<file path="src/rtl/fetch_unit.sv">
// Instruction fetch unit: one-cycle-latency memory port feeding a 3-entry instruction buffer.
// Optional build macro FETCH_PERF_CNT_EN adds the perf_fetched_o transfer counter.
module fetch_unit #(
    parameter logic [31:0] RESET_PC   = 32'h0000_0000,
    parameter int          FIFO_DEPTH = 3
) (
    input  logic        clk_i,
    input  logic        rst_i,
    output logic [31:0] pc_o,
    input  logic [15:0] pc_data_i,
    input  logic        redirect_i,
    input  logic [31:0] redirect_pc_i,
    output logic [15:0] instr_o,
    output logic [31:0] instr_pc_o,
    output logic        instr_valid_o,
    input  logic        instr_ready_i
`ifdef FETCH_PERF_CNT_EN
    ,
    output logic [31:0] perf_fetched_o
`endif
);

    logic [31:0] pc_q;
    logic [31:0] resp_pc_q;
    logic        inflight_q;
    logic [15:0] buf_instr_q [FIFO_DEPTH];
    logic [31:0] buf_pc_q    [FIFO_DEPTH];
    logic [1:0]  rd_ptr_q;
    logic [1:0]  wr_ptr_q;
    logic [1:0]  count_q;

    logic [2:0]  occupancy;
    logic        issue;
    logic        push;
    logic        pop;

    function automatic logic [1:0] next_ptr(input logic [1:0] p);
        return (p == 2'(FIFO_DEPTH - 1)) ? 2'd0 : p + 2'd1;
    endfunction

    // Buffered entries plus the response still on its way back bound how far ahead we fetch.
    assign occupancy = {1'b0, count_q} + {2'b00, inflight_q};
    assign issue     = !redirect_i && (occupancy < 3'(FIFO_DEPTH));
    assign push      = inflight_q && !redirect_i;

    // Handshake: the head moves downstream on a cycle where instr_valid_o and
    // instr_ready_i are both 1; valid never depends on ready, and the head stays
    // put while valid is held without ready. A redirect kills valid that cycle.
    assign instr_valid_o = (count_q != 2'd0) && !redirect_i;
    assign pop           = instr_valid_o && instr_ready_i;

    assign pc_o       = pc_q;
    assign instr_o    = buf_instr_q[rd_ptr_q];
    assign instr_pc_o = buf_pc_q[rd_ptr_q];

    always_ff @(posedge clk_i) begin
        if (rst_i) begin
            pc_q       <= RESET_PC;
            resp_pc_q  <= '0;
            inflight_q <= 1'b0;
            rd_ptr_q   <= '0;
            wr_ptr_q   <= '0;
            count_q    <= '0;
            for (int i = 0; i < FIFO_DEPTH; i++) begin
                buf_instr_q[i] <= '0;
                buf_pc_q[i]    <= '0;
            end
        end else if (redirect_i) begin
            // Flush everything, including the response that is about to arrive.
            pc_q       <= {redirect_pc_i[31:1], 1'b0};
            inflight_q <= 1'b0;
            rd_ptr_q   <= '0;
            wr_ptr_q   <= '0;
            count_q    <= '0;
        end else begin
            if (issue) begin
                pc_q      <= pc_q + 32'd2;
                resp_pc_q <= pc_q;
            end
            inflight_q <= issue;
            if (push) begin
                buf_instr_q[wr_ptr_q] <= pc_data_i;
                buf_pc_q[wr_ptr_q]    <= resp_pc_q;
                wr_ptr_q              <= next_ptr(wr_ptr_q);
            end
            if (pop) begin
                rd_ptr_q <= next_ptr(rd_ptr_q);
            end
            count_q <= count_q + {1'b0, push} - {1'b0, pop};
        end
    end

`ifdef FETCH_PERF_CNT_EN
    logic [31:0] perf_q;

    always_ff @(posedge clk_i) begin
        if (rst_i) begin
            perf_q <= '0;
        end else if (pop) begin
            perf_q <= perf_q + 32'd1;
        end
    end

    assign perf_fetched_o = perf_q;
`endif

endmodule

</file>
<file path="config.mk">
export PLATFORM = sky130hd
export DESIGN_NAME = fetch_unit
export DESIGN_NICKNAME = d
export VERILOG_FILES = /design/src/rtl/fetch_unit.sv
export SDC_FILE = /design/constraint.sdc
export NUM_CORES = 1
export LEC_CHECK = 0
export CAP_MARGIN = 40
export CORE_UTILIZATION = 68
export DETAILED_ROUTE_END_ITERATION = 8
export DONT_BUFFER_PORTS = 1
export PLACE_DENSITY = 0.89
export SLEW_MARGIN = 30
export SYNTH_ARGS = -nofsm -noshare
export SYNTH_HDL_FRONTEND = slang
export SYNTH_SLANG_ARGS = --single-unit
</file>
<file path="constraint.sdc">
create_clock -name clk_i -period 8.1 [get_ports clk_i]
set_input_delay 1.215 -clock clk_i [delete_from_list [all_inputs] [get_ports clk_i]]
set_output_delay 1.215 -clock clk_i [all_outputs]
set_load 0.01 [all_outputs]
</file>
# Word-level counts from Yosys, hierarchy flattened
# Memories as Yosys holds them, arrays and structs flattened. A register that Yosys moved wholly into a read port is not among the register bits.
# Index checks and enable logic that the tools add are counted.
# totals
mem_bits_rw	144
regBits	71
out_inout_bits	81
elab_cells	50
mem_count	2
# mem_list
memory	words	width	read_ports	rd_clocked_by_memory_dff	wr	line_no	source
buf_pc_q	3	32	1	1	3	27	logic [31:0] buf_pc_q [FIFO_DEPTH];
buf_instr_q	3	16	1	1	3	26	logic [15:0] buf_instr_q [FIFO_DEPTH];
# op_classes
n_mux	20
n_bitwise	1
reduce_logical	11
n_addsub	6
magnitude_cmp	1
n_eq_ne	2
# op_table
cell	count
$mux 32	3
$add 32x2->32 const B	1
$reduce_or 32->1	1
$mux 16	1
$mux 2	8
$reduce_or 16->1	1
$mux 1	8
$add 2x1->2 const B	2
$eq 2x2->1 const B	2
$logic_and 1x1->1	4
$reduce_bool 2->1	2
$add 2x1->3	1
$lt 3x2->1 const B	1
$add 2x1->2	1
$reduce_and 2->1	1
$reduce_or 2->1	1
$sub 2x1->2	1
$logic_not 1->1	1
$not 1->1	1

# Depth between registers and ports, before layout
# logic_depth
word_depth	8
ltp_mapped	9
mapped_depth_nobuf	8

# Least setup slack after synthesis
# No wires, ideal clock.
# synth_timing
path_type	input port to flip-flop
start	in redirect_i
end	mem buf_instr_q[3][0] (enable)
path_slack_ps	4537
cell_stages	6
setup_ps	410
t_arrival_ps	3153
required_time_ps	7690
path_buffers	2
path_cell_list	clkbuf_1 -> inv_1 -> nand2_1 -> nor2_1 -> clkbuf_1 -> and3_1
# synth_lines
element	line_no	source
start, declared	11	input logic redirect_i,
end, declared	26	

==> results.yml <==
drt:
  drcViolationCount: 0
  wl_per_cell_um: 24.6
  drt-initial-drc-count: 831
  ant_nets: 0
  routed_wl_um: 26200
  first_pass_iters: 6
  vias: 7279
  vias_per_cell: 6.82
sta:
  period_share_pct: 41.5
  setup_viol: 0
  timing.fmax_ghz: 0.297
  fin_tns_setup_ns: 0
  rsz0062_at_grt: "no"
  drv_slew: 0
  worst_pin_slew_ns: 0.655
  finalHoldViolations: 0
  whs_ns: 0.483
  min_period_ns: 3.36
  slew_headroom_pct: 56.3
  fin_skew_ns: 0.0110
die:
  rows: 46
  die_w_um: 130
  core-area_sq_mm: 0.0160
  die_area_sq_mm: 0.0170
  pin_count: 133
  start_util_pct: 70.1
  die_y_um: 130
place:
  gp_congestion: 0.871
  numPortBuffers: 0
  hpwl_um: 15800
  placed_cells: 1020
finish:
  fillCellCount: 951
  finalNonFillerCells: 1068
  areaGrowthSynthToFinish_pct: 8.50
  antenna_cells: 0
  drive_gt1_share_pct: 13.6
  final_nets: 888
yosys:
  yosysSeqAreaShare_pct: 63.0
  synthArstFlopShare_pct: 0
  syn_inst: 849
  avgSynthCellArea_sq_um: 13.2
  synth_flop_cell: "edfxtp_1"
  ys_ff_latch: 259
  synth-edff-count: 188
  synth_warnings: 0
  netlist_area_sq_mm: 0.0112
  synth_cell_types: 54
global_routing:
  grt_max_degree: 75
  grt_first_pass_wirelength_um: 40600
  grtUsageTotal_pct: 31.9
  first_global_vias: 7146
  grt_overflow: 0
  antenna_found_initial: 0
worst_hold_path:
  hp-class: "reg -> reg"
  hp-start: "resp_pc_q[31]$_SDFFE_PP0P_"
  hold_depth: 2
  min_to: "resp_pc_q[31]$_SDFFE_PP0P_"
clock_network:
  postCtsHoldBufs: 0
  h-tree-depth: 1
  clockRootBuffer: "clkbuf_16"
  clk_latency_ns: 0.52
  clkSinkCount: 259
  cts_tree: "yes"
  post_cts.repair.setup_buffers: 0
  clkTransAtPathRegs_ns: 0.06
  cts_made_buffers: 26
  cts_resized: 0
  clk_path_buf_depth: 3
power_and_ir_drop:
  seq_power_share_pct: 55.4
  power.share.switching_pct: 22.1
  p_leak_nw: 4.35
  p_switching_mw: 0.605
  internal_power_mw: 2.13
  power_density_mw_per_mm2: 225
  peakVddDrop_mv: 0.166
  power_frac_clock_pct: 40.5
  share_comb_of_total_power_pct: 4.1
worst_setup_path:
  path_class: "reg -> out"
  reg2regPathDepth: 5
  r2r_start: "inflight_q$_SDFF_PP0_"
  rr_endpoint: "buf_pc_q[2][12]$_SDFFCE_PN0P_"
  critPathBufInv: 1
  crit_required_ns: 6.88
  crit_fanout: 26
  crit_chain: "buf_4 > mux4_2"
  r2r_setup_slack_ns: 5.29
  cpLargestDelayFamily: "flip-flops"
  slowest_delay_ns: 0.71
  end_kind: "output port"
  cp-start-kind: "flop"
  slowest_stage: "dfxtp_2"
  arrival_ns: 2.15
run:
  maxCapViolations: 0
status:
  outcome: "finished clean"
power groups by stage:
stage,clock [mW],combinational (mW),sequential [mW]
global route,1.16,0.121,1.52
detailed placement,0,0.110,1.54
floorplan,0,0.0921,1.52
global placement,0,0.103,1.53
finish,1.11,0.112,1.52
CTS,1.11,0.112,1.51
registers in the layout (all words and copies together), names as in the netlist, named ones only:
register and cells:
rd_ptr_q 2, buf_instr_q 64, inflight_q 1, pc_o 31
wr_ptr_q 2, resp_pc_q 31, buf_pc_q 124, count_q 2
worst register-to-register path, stage by stage, from the launching register on:
cell and delay, ns:
dfxtp_1 0.48, nand2_1 0.17, nor4b_2 0.29, buf_4 0.49, or2_2 0.47, buf_4 0.52
layout make-up:
class	instances	area, sq um	share of cell area (%)
clock buffer	39	731	6.00
clock inverter	9	45.0	0.370
inverter	7	26.3	0.216
multi-input combinational	523	3880	31.9
sequential	259	7070	58.1
tap	216	270	2.22
timing repair buffer	15	145	1.19
synth_stat cells (12+ instances only):
| cell type | instances | area, sq um |
|---|---|---|
| a21oi_1 | 39 | 195 |
| edfxtp_1 | 188 | 5650 |
| mux4_2 | 47 | 1060 |
| nor2_1 | 38 | 143 |
| nand4_1 | 12 | 75.1 |
| a311oi_1 | 13 | 114 |
| dfxtp_1 | 71 | 1420 |
| clkbuf_1 | 46 | 173 |
| nand2_1 | 91 | 342 |
| and2_1 | 97 | 607 |
| and3_1 | 53 | 332 |
| nand3_1 | 13 | 65.1 |
placed cells by master (no fill, tap or decap), drive strengths merged, types with 3 or more instances in the layout:
master | Yosys | final
edfxtp | 188 | 188
and2 | 98 | 98
nand2 | 91 | 91
dfxtp | 71 | 71
and3 | 55 | 55
mux4 | 47 | 47
a21oi | 39 | 39
clkbuf | 49 | 39
nor2 | 38 | 38
nand4 | 16 | 16
buf | 12 | 15
a311oi | 13 | 13
nand3 | 13 | 13
or4 | 12 | 12
o31ai | 10 | 10
o21ai | 9 | 9
or3 | 9 | 9
inv | 7 | 8
clkinv | 0 | 8
a211oi | 7 | 7
nor4 | 7 | 7
and4 | 6 | 6
nor2b | 5 | 5
xnor2 | 4 | 4
xor2 | 4 | 4
ha | 4 | 4
nor3 | 3 | 3
o31a | 3 | 3
a21o | 3 | 3
kinds of logic after synthesis:
| logic type | share of synthesized area [%] |
|---|---|
| multiplexers | 9.61 |
| AND/OR/NAND/NOR | 17.7 |
| buffers and inverters | 2.69 |
| AO/OA/AOI/OAI | 5.92 |
| other | 0.0334 |
| XOR/XNOR | 0.624 |
| adder cells (fa/ha/maj) | 0.446 |
| flip-flops | 63.0 |
worst max path at each step:
stage / from / cells past startpoint / end
CTS: flop / 2 / instr_pc_o[27]
global route: flop / 2 / instr_pc_o[27]
finish: flop / 2 / instr_pc_o[15]
floorplan: redirect_i / 6 / buf_instr_q[3][0]$_DFFE_PP_
global placement: redirect_i / 6 / buf_pc_q[2][11]$_SDFFCE_PN0P_
detailed placement: redirect_i / 6 / buf_pc_q[2][12]$_SDFFCE_PN0P_
metrics by stage:
step	power, mW	cell area [sq um]	utilization, %	setup slack [ns]
2_1_floorplan	1.61	11200	-	4.54
3_3_place_gp	1.64	11300	70.9	4.67
3_5_place_dp	1.65	11400	71.2	4.58
4_1_cts	2.73	12200	76.1	4.69
5_1_grt	2.80	12200	76.1	4.61
6_report	2.73	12200	76.1	4.74
per-layer routing:
layer | GRT usage (%) | routed length (um)
met5 | 0 | 0
met4 | 8.59 | 580
met3 | 7.08 | 2760
met2 | 54.8 | 13400
met1 | 41.5 | 9510
Note: power is estimated with default switching activity, not from simulation.
